$ cat src/rtl/pixel_arbiter_pkg.sv
// Shared pixel-pipeline definitions (MyDefine): image geometry, tag width and
// the arbiter FSM encoding used by pixel_arbiter.
package MyDefine;
   localparam int IMG_BIT  = 8;
   localparam int TAG_BIT  = 4;
   localparam int IMG_SIZE = 16;
   localparam int N_SRC    = 4;
   localparam int CL_N_SRC = $clog2(N_SRC);

   typedef enum logic [1:0] {
      IDLE,
      GRANT,
      STREAM,
      WAIT_RES
   } arb_state_t;
endpackage

$ cat src/rtl/pixel_arbiter_rr_picker.sv
// Combinational winner selection for pixel_arbiter: round-robin from ptr, or
// lowest-index fixed priority when ARB_FIXED_PRIO_EN is defined.
module rr_picker #(
   parameter int N_SRC = 4,
   parameter int CL_N  = 2
) (
   input  logic [N_SRC-1:0] req,
   input  logic [CL_N-1:0]  ptr,
   output logic [CL_N-1:0]  gnt_idx,
   output logic             any
);

`ifdef ARB_FIXED_PRIO_EN
   logic ptr_unused;
   assign ptr_unused = ^ptr;

   always_comb begin
      gnt_idx = '0;
      any     = 1'b0;
      // Walk downwards so the lowest requesting index is the last one written.
      for (int i = N_SRC - 1; i >= 0; i--) begin
         if (req[i]) begin
            gnt_idx = CL_N'(i);
            any     = 1'b1;
         end
      end
   end
`else
   int idx;

   always_comb begin
      gnt_idx = '0;
      any     = 1'b0;
      idx     = 0;
      // Largest offset first, so the requester closest to ptr wins.
      for (int i = N_SRC - 1; i >= 0; i--) begin
         idx = int'(ptr) + i;
         if (idx >= N_SRC) idx = idx - N_SRC;
         if (req[idx]) begin
            gnt_idx = CL_N'(idx);
            any     = 1'b1;
         end
      end
   end
`endif

endmodule

$ cat src/rtl/pixel_arbiter.sv
// Grants one pixel source per image to the shared Counter datapath and reports
// the Counter result with the owning source. Option: ARB_FIXED_PRIO_EN.
module pixel_arbiter
   import MyDefine::arb_state_t, MyDefine::IDLE, MyDefine::GRANT,
          MyDefine::STREAM, MyDefine::WAIT_RES, MyDefine::IMG_BIT, MyDefine::TAG_BIT;
#(
   parameter  int N_SRC    = MyDefine::N_SRC,
   parameter  int IMG_SIZE = MyDefine::IMG_SIZE,
   localparam int CL_N     = (N_SRC > 1) ? $clog2(N_SRC) : 1
) (
   input  logic                                clk,
   input  logic                                rst,
   input  logic [N_SRC-1:0]                    src_valid,
   output logic [N_SRC-1:0]                    src_ready,
   input  logic [N_SRC-1:0][2:0][IMG_BIT-1:0]  src_data,
   input  logic [N_SRC-1:0][TAG_BIT-1:0]       src_tag,
   output logic                                pixel_valid,
   input  logic                                pixel_ready,
   output logic [2:0][IMG_BIT-1:0]             pixel_data,
   output logic [TAG_BIT-1:0]                  pixel_tag,
   input  logic                                img_valid,
   output logic                                res_valid,
   output logic [CL_N-1:0]                     res_src,
`ifdef ARB_FIXED_PRIO_EN
   output logic                                stray_err,
`endif
   output logic                                busy
);

   localparam int               CNT_W     = (IMG_SIZE > 1) ? $clog2(IMG_SIZE) : 1;
   localparam logic [CNT_W-1:0] LAST_BEAT = CNT_W'(IMG_SIZE - 1);
   localparam logic [CL_N-1:0]  LAST_SRC  = CL_N'(N_SRC - 1);

   arb_state_t       state_q, state_d;
   logic [CL_N-1:0]  gnt_q, gnt_d;
   logic [CL_N-1:0]  ptr_q, ptr_d;
   logic [CL_N-1:0]  res_src_q, res_src_d;
   logic [CNT_W-1:0] beat_cnt_q, beat_cnt_d;
   logic             res_valid_q, res_valid_d;
   logic [CL_N-1:0]  pick_idx;
   logic             pick_any;

   rr_picker #(
      .N_SRC (N_SRC),
      .CL_N  (CL_N)
   ) u_picker (
      .req     (src_valid),
      .ptr     (ptr_q),
      .gnt_idx (pick_idx),
      .any     (pick_any)
   );

   // NOTE: every signal gets a default before the case, so no path can infer a latch.
   always_comb begin
      state_d     = state_q;
      gnt_d       = gnt_q;
      ptr_d       = ptr_q;
      beat_cnt_d  = beat_cnt_q;
      res_src_d   = res_src_q;
      res_valid_d = 1'b0;
      src_ready   = '0;
      pixel_valid = 1'b0;
      pixel_data  = '0;
      pixel_tag   = '0;

      case (state_q)
         IDLE: begin
            // The res_valid cycle never starts a new arbitration.
            if (pick_any && !res_valid_q) begin
               gnt_d   = pick_idx;
               state_d = GRANT;
            end
         end
         GRANT: begin
            beat_cnt_d = '0;
            state_d    = STREAM;
         end
         STREAM: begin
            pixel_valid      = src_valid[gnt_q];
            pixel_data       = src_data[gnt_q];
            pixel_tag        = src_tag[gnt_q];
            src_ready[gnt_q] = pixel_ready;
            if (src_valid[gnt_q] && pixel_ready) begin
               if (beat_cnt_q == LAST_BEAT) begin
                  state_d = WAIT_RES;
                  ptr_d   = (gnt_q == LAST_SRC) ? '0 : gnt_q + 1'b1;
               end else begin
                  beat_cnt_d = beat_cnt_q + 1'b1;
               end
            end
         end
         WAIT_RES: begin
            if (img_valid) begin
               res_valid_d = 1'b1;
               res_src_d   = gnt_q;
               state_d     = IDLE;
            end
         end
         default: state_d = IDLE;
      endcase
   end

   // NOTE: state registers use non-blocking assignments so all flops update together.
   always_ff @(posedge clk) begin
      if (rst) begin
         state_q     <= IDLE;
         gnt_q       <= '0;
         ptr_q       <= '0;
         beat_cnt_q  <= '0;
         res_src_q   <= '0;
         res_valid_q <= 1'b0;
      end else begin
         state_q     <= state_d;
         gnt_q       <= gnt_d;
         ptr_q       <= ptr_d;
         beat_cnt_q  <= beat_cnt_d;
         res_src_q   <= res_src_d;
         res_valid_q <= res_valid_d;
      end
   end

`ifdef ARB_FIXED_PRIO_EN
   logic stray_err_q, stray_err_d;

   always_comb begin
      stray_err_d = stray_err_q | (img_valid && (state_q != WAIT_RES));
   end

   always_ff @(posedge clk) begin
      if (rst) stray_err_q <= 1'b0;
      else     stray_err_q <= stray_err_d;
   end

   assign stray_err = stray_err_q;
`endif

   assign res_valid = res_valid_q;
   assign res_src   = res_src_q;
   assign busy      = (state_q != IDLE);

endmodule

$ cat config.mk
export PLATFORM = sky130hd
export DESIGN_NAME = pixel_arbiter
export DESIGN_NICKNAME = d
export VERILOG_FILES = /design/src/rtl/pixel_arbiter_pkg.sv /design/src/rtl/pixel_arbiter_rr_picker.sv /design/src/rtl/pixel_arbiter.sv
export SDC_FILE = /design/constraint.sdc
export NUM_CORES = 1
export LEC_CHECK = 0
export ABC_CLOCK_PERIOD_IN_PS = 4800
export CAP_MARGIN = 10
export CORE_UTILIZATION = 34
export CTS_BUF_LIST = sky130_fd_sc_hd__clkbuf_8 sky130_fd_sc_hd__clkbuf_16
export CTS_CLUSTER_SIZE = 14
export DETAILED_ROUTE_END_ITERATION = 12
export GPL_TIMING_DRIVEN = 0
export PLACE_DENSITY = 0.91
export REMOVE_ABC_BUFFERS = 1
export SLEW_MARGIN = 40
export SYNTH_ARGS = -nofsm -noshare
export SYNTH_HDL_FRONTEND = slang
export SYNTH_SLANG_ARGS = --single-unit
$ cat constraint.sdc
create_clock -name clk -period 4.8 [get_ports clk]
set_input_delay 0.96 -clock clk [delete_from_list [all_inputs] [get_ports clk]]
set_output_delay 0.96 -clock clk [all_outputs]
set_load 0.02 [all_outputs]
==> results.py, run 1 <==
metrics = {
    "critical_path": {
        "endpoint_kind": "output pin",
        "cp_common_cell": "clkdlybuf4s50_1",
        "cp.depth": 4,
        "crit_path_end": "pixel_valid",
        "crit_family": "buffers and inverters",
        "critical_path_class": "in2out",
        "ff2ff_path_depth": 5,
        "reg2reg_from": "state_q[0]",
        "startpoint": "src_valid[2]",
        "crit_slowest_cell": "mux4_1",
        "reg2reg_to": "beat_cnt_q[3]",
        "critPathRequiredTime_ns": 3.84,
        "rrSetupSlack_ns": 2.87,
        "start_kind": "primary input",
        "crit_chain": "clkdlybuf4s50_1 > mux4_1 > and2_1 > clkdlybuf4s50_1",
        "cp.buffers_inverters": 2,
        "critPathMaxStageDelay_ns": 0.56,
        "arrival_ns": 2.73,
        "crit_fanout": 6,
    },
    "routing": {
        "vias": 1974,
        "totalWireLength_um": 6230,
        "avgViaCountPerCell": 5.10,
        "drc": 0,
        "drtIter0Drc": 73,
        "detail-route-antenna-nets": 0,
        "wl_per_cell_um": 16.1,
        "dr.pass1.iters": 4,
    },
    "power": {
        "p_leak_nw": 1.22,
        "switching_power_uw": 266,
        "powerDensity_nw_per_um2": 218,
        "comb_power_share_pct": 66.9,
        "intPower_uw": 474,
        "p_seq_share_pct": 20.1,
        "p_clk_share_pct": 13.0,
        "peakVddDrop_v": 0.000172,
        "switching_share_pct": 36.0,
    },
    "timing": {
        "setup_viol": 0,
        "setup_tns_ns": 0,
        "min_period_ns": 3.69,
        "grt_setup_unrepaired": "false",
        "min_period_over_period_pct": 76.9,
        "slew_headroom_pct": 64.1,
        "fin_ws_ns": 1.11,
        "timing.fmax_mhz": 271,
        "drv_slew": 0,
        "finClkSkew_ns": 0.00251,
        "worst_pin_slew_ns": 0.538,
        "hold_viol": 0,
    },
    "cts": {
        "post_cts_buffers": 0,
        "cts_resized": 0,
        "cts_buffer_depth": 2,
        "h-tree-depth": 1,
        "clkLatencyLatePin_ns": 0.24,
        "clock_sinks": 13,
        "ctsHoldBuffers": 0,
        "clk_pin_slew_ns": 0.05,
        "clock-root-buffer": "clkbuf_8",
        "cts_buffers": 3,
        "cts_tree": "done",
    },
    "placement": {
        "dpl_worst_slack_ns": 1.10,
        "gp_congestion": 0.871,
        "hpwlAfterDp_um": 5240,
        "port_buffers": 156,
        "dp.cells": 383,
    },
    "run_status": {
        "status": "finished, final reports clean",
    },
    "grt": {
        "grt_first_pass_wirelength_um": 9720,
        "grt_max_degree": 38,
        "grt_overflow": 0,
        "grt_usage_pct": 24.0,
        "antenna_found_initial": 0,
        "grt_pass1_vias": 2006,
    },
    "yosys": {
        "synth_area_um2": 1710,
        "synth-seq-cells": 13,
        "avgSynthCellArea_um2": 10.1,
        "yosysSeqAreaShare_pct": 15.2,
        "synth_cells": 170,
        "yosys_warnings": 0,
        "synth.distinct_cells": 31,
    },
    "layout": {
        "fillers": 365,
        "num_antenna_cells": 0,
        "postLayoutCoreUtil_pct": 70.9,
        "drive_gt1_share_pct": 11.3,
        "final_cells": 387,
        "nNetsFinal": 450,
        "syn_to_final_growth_pct": 98.0,
    },
    "floorplanning": {
        "fp.dieW_um": 73.0,
        "die_y_um": 73.0,
        "ioPinCount": 157,
        "die_area_um2": 5330,
        "core.rowCount": 25,
        "core_area_um2": 4790,
        "start_util_pct": 35.8,
    },
    "run": {
        "drv_cap": 0,
    },
    "min_path": {
        "hp-class": "reg2reg",
        "hold_start": "res_src[0]",
        "holdPathStages": 2,
    },
}
[power by group through the flow]
stage / combinational (mW) / sequential (mW) / clock (mW)
after floorplan: 0.252 / 0.159 / 0
after global placement: 0.462 / 0.170 / 0
after detailed placement: 0.499 / 0.152 / 0
after CTS: 0.501 / 0.150 / 0.100
after global routing: 0.537 / 0.154 / 0.106
final: 0.495 / 0.149 / 0.0963
[metrics by stage]
| stage | power, mW | area [um^2] | hold WS, ns |
|---|---|---|---|
| 2_1_floorplan | 0.411 | 1660 | 0.439 |
| 3_3_place_gp | 0.632 | 3310 | 0.451 |
| 3_5_place_dp | 0.651 | 3350 | 0.448 |
| 4_1_cts | 0.751 | 3390 | 0.454 |
| 5_1_grt | 0.797 | 3390 | 0.475 |
| 6_report | 0.740 | 3390 | 0.453 |
[worst register-to-register path, stage by stage (launching register included)]
cell and delay [ns]:
dfxtp_1 0.34, inv_1 0.10, ha_2 0.53, nand2b_1 0.25, or4_1 0.51, a21boi_1 0.14
[synthesized netlist by cell type]
cell type,number,area (um^2)
o2111a_1,1,11.3
and3_1,5,31.3
mux4_1,1,26.3
o22a_1,1,8.76
or3_1,4,25.0
nand2b_1,6,37.5
nor2b_1,3,18.8
inv_1,7,26.3
mux2i_1,6,60.1
nor4_1,1,6.26
or4_1,2,15.0
nand3_1,5,25.0
buf_4,1,7.51
a21boi_1,1,7.51
nor2_1,6,22.5
o21ai_0,3,15.0
o221ai_1,1,8.76
clkbuf_1,7,26.3
buf_2,4,20.0
o21a_1,2,15.0
mux4_2,28,631
o31ai_1,1,7.51
nand2_1,9,33.8
and2_1,29,181
dfxtp_1,13,260
o22ai_1,1,6.26
nand4_1,1,6.26
a31oi_1,1,6.26
a21oi_1,10,50.1
ha_1,9,113
nor3_1,1,5.00
[cell usage in the layout (no fill, tap or decap), drive strengths merged, types with 3 or more instances in the layout]
| master | count |
|---|---|
| clkdlybuf4s50 | 156 |
| and2 | 29 |
| mux4 | 29 |
| dfxtp | 13 |
| a21oi | 10 |
| nand2 | 9 |
| ha | 9 |
| inv | 8 |
| mux2i | 6 |
| nor2 | 6 |
| nand2b | 6 |
| and3 | 5 |
| nand3 | 5 |
| or3 | 4 |
| o21ai | 3 |
| nor2b | 3 |
| clkbuf | 3 |
[final cells by class]
type                            instances  area [um^2]  share of cell area (%)
Timing Repair Buffer                  158         1600                    47.1
Multi-Input combinational cell        138         1380                    40.6
Sequential cell                        13          265                    7.82
Tap cell                               67         83.8                    2.47
Clock buffer                            3         41.3                    1.22
Inverter                                7         26.3                   0.774
Clock inverter                          1         3.75                   0.111
[layer usage]
layer  part of all wire [%]  vias to the layer above  track usage, %
met4                    3.4                        0            8.28
met5                      0                        -               0
li1                       -                      944               -
met2                     51                       96            45.6
met3                    9.1                       18            7.46
met1                     37                      916            24.4
[state kept, by name (all words and copies together), names as in the netlist]
register,flops
ptr_q,2
res_valid,1
gnt_q,2
beat_cnt_q,4
state_q,2
res_src,2
[worst min path at each step]
stage,end
2_1_floorplan,ptr_q[0]
3_5_place_dp,res_src[0]
3_3_place_gp,res_src[0]
5_1_grt,res_src[1]
6_report,res_src[0]
4_1_cts,res_src[0]
[kinds of logic after synthesis]
group	Yosys count	share of synthesized area (%)
compound gates	22	7.96
fa+ha+maj	9	6.57
buf+inv	19	4.67
flops	13	15.2
mux	35	41.8
simple gates	72	23.8
Note: power is estimated with default switching activity, not from simulation.
==> run 2: changes to the inputs <==
--- a/config.mk
+++ b/config.mk
@@ -5,14 +5,14 @@
 export SDC_FILE = /design/constraint.sdc
 export NUM_CORES = 1
 export LEC_CHECK = 0
-export ABC_CLOCK_PERIOD_IN_PS = 4800
+export ABC_CLOCK_PERIOD_IN_PS = 3200
 export CAP_MARGIN = 10
-export CORE_UTILIZATION = 34
+export CORE_UTILIZATION = 28
 export CTS_BUF_LIST = sky130_fd_sc_hd__clkbuf_8 sky130_fd_sc_hd__clkbuf_16
 export CTS_CLUSTER_SIZE = 14
 export DETAILED_ROUTE_END_ITERATION = 12
 export GPL_TIMING_DRIVEN = 0
-export PLACE_DENSITY = 0.91
+export PLACE_DENSITY = 0.8
 export REMOVE_ABC_BUFFERS = 1
 export SLEW_MARGIN = 40
 export SYNTH_ARGS = -nofsm -noshare
==> constraint.sdc (replaced) <==
create_clock -name clk -period 3.2 [get_ports clk]
set_input_delay 0.64 -clock clk [delete_from_list [all_inputs] [get_ports clk]]
set_output_delay 0.64 -clock clk [all_outputs]
set_load 0.02 [all_outputs]
==> results.py, run 2 (synthesis results as in run 1) <==
metrics = {
    "run_status": {
        "status": "finished, final reports clean",
    },
    "placement": {
        "port_buffers": 156,
        "dp.cells": 391,
        "hpwlAfterDp_um": 5020,
        "gp_congestion": 0.819,
    },
    "timing": {
        "setup_tns_ns": 0,
        "worst_pin_slew_ns": 0.574,
        "hold_viol": 0,
        "setup_viol": 0,
        "timing.fmax_mhz": 325,
        "finClkSkew_ns": 0.00128,
        "grt_setup_unrepaired": "false",
        "min_period_ns": 3.08,
        "min_period_over_period_pct": 96.2,
        "drv_slew": 0,
        "slew_headroom_pct": 61.7,
    },
    "cts": {
        "cts_tree": "done",
        "cts_resized": 0,
        "clkLatencyLatePin_ns": 0.25,
        "clock-root-buffer": "clkbuf_8",
        "clk_pin_slew_ns": 0.05,
        "cts_buffers": 3,
        "clock_sinks": 13,
        "cts_buffer_depth": 2,
        "h-tree-depth": 1,
        "ctsHoldBuffers": 0,
        "post_cts_buffers": 0,
    },
    "critical_path": {
        "critPathMaxStageDelay_ns": 0.56,
        "reg2reg_to": "beat_cnt_q[3]",
        "critPathRequiredTime_ns": 2.56,
        "reg2reg_from": "state_q[0]",
        "cp_common_cell": "clkdlybuf4s50_1",
        "crit_slowest_cell": "mux4_1",
        "critical_path_class": "in2out",
        "ff2ff_path_depth": 5,
        "crit_fanout": 7,
        "arrival_ns": 2.44,
        "crit_chain": "clkdlybuf4s50_1 > mux4_1 > and2_1 > clkdlybuf4s50_1",
        "start_kind": "primary input",
        "rrSetupSlack_ns": 1.24,
        "endpoint_kind": "output pin",
    },
    "routing": {
        "dr.pass1.iters": 4,
        "avgViaCountPerCell": 4.95,
        "drc": 0,
        "detail-route-antenna-nets": 0,
        "drtIter0Drc": 50,
        "vias": 1957,
        "wl_per_cell_um": 15.3,
        "totalWireLength_um": 6060,
    },
    "min_path": {
        "hold_start": "res_src[0]",
        "holdPathStages": 2,
        "whs_endpoint": "res_src[0]",
        "hp-class": "reg2reg",
    },
    "grt": {
        "grt_max_degree": 38,
        "antenna_found_initial": 0,
        "grt_overflow": 0,
        "grt_usage_pct": 19.5,
        "grt_first_pass_wirelength_um": 9670,
        "grt_pass1_vias": 2003,
    },
    "layout": {
        "num_antenna_cells": 0,
        "mostFrequentLayoutCells": "156 x clkdlybuf4s50_1, 29 x and2_1, 28 x mux4_2",
        "postLayoutCoreUtil_pct": 57.5,
        "nNetsFinal": 450,
        "syn_to_final_growth_pct": 98.5,
        "largest_register": "beat_cnt_q",
        "final_common_cell": "clkdlybuf4s50_1",
        "final_cells": 395,
        "drive_gt1_share_pct": 11.3,
        "largest_reg_flops": 4,
    },
    "floorplanning": {
        "fp.dieW_um": 80.2,
        "die_area_um2": 6440,
        "core_area_um2": 5920,
        "ioPinCount": 157,
        "die_y_um": 80.2,
        "start_util_pct": 29.0,
        "core.rowCount": 28,
    },
    "power": {
        "powerDensity_nw_per_um2": 326,
        "p_leak_nw": 1.22,
        "peakVddDrop_v": 0.000299,
    },
    "run": {
        "drv_cap": 0,
    },
}
[run 2: stage by stage]
stage	setup WS [ns]	power (mW)	hold WS (ns)	area (um^2)
final	0.121	1.11	0.462	3400
after detailed placement	0.122	0.979	0.457	3360
after global routing	0.0627	1.20	0.485	3400
after CTS	0.122	1.13	0.466	3400
after floorplan	0.219	0.616	0.439	1660
after global placement	-0.757	0.956	0.452	3320
[run 2: worst max-delay path: cells and delay by family]
family / cells / cell delay, ns
buffers and inverters: 2 / 1.06
multiplexers: 1 / 0.56
AND/OR/NAND/NOR: 1 / 0.18
[run 2: power breakdown]
part,internal (mW),switching [mW],leakage [nW],total [mW]
Combinational,0.448,0.302,1.08,0.749
Sequential,0.179,0.0351,0.107,0.214
Clock,0.0850,0.0623,0.0269,0.147
[run 2: cell type report]
type / count / area, um^2
Fill cell: 512 / 2520
Timing Repair Buffer: 158 / 1600
Multi-Input combinational cell: 138 / 1380
Sequential cell: 13 / 265
Tap cell: 75 / 93.8
Clock buffer: 3 / 41.3
Inverter: 7 / 26.3
Clock inverter: 1 / 3.75
[run 2: metal layers]
metal	global-route usage, %	vias to the layer above	share of wire, %
li1	-	945	-
met1	22.2	921	40
met2	36.9	84	51
met3	4.66	7	8.4
met4	3.57	0	0.79
met5	0	-	0
[run 2: how the worst max path moves through the flow]
stage                      start            end  slack, ns  cells after the start
floorplan               gnt_q[0]  pixel_data[0]       0.22                      2
global placement        gnt_q[0]  pixel_data[5]      -0.76                      3
detailed placement  src_valid[0]    pixel_valid       0.12                      4
CTS                 src_valid[0]    pixel_valid       0.12                      4
global route        src_valid[0]    pixel_valid       0.06                      4
finish              src_valid[0]    pixel_valid       0.12                      4
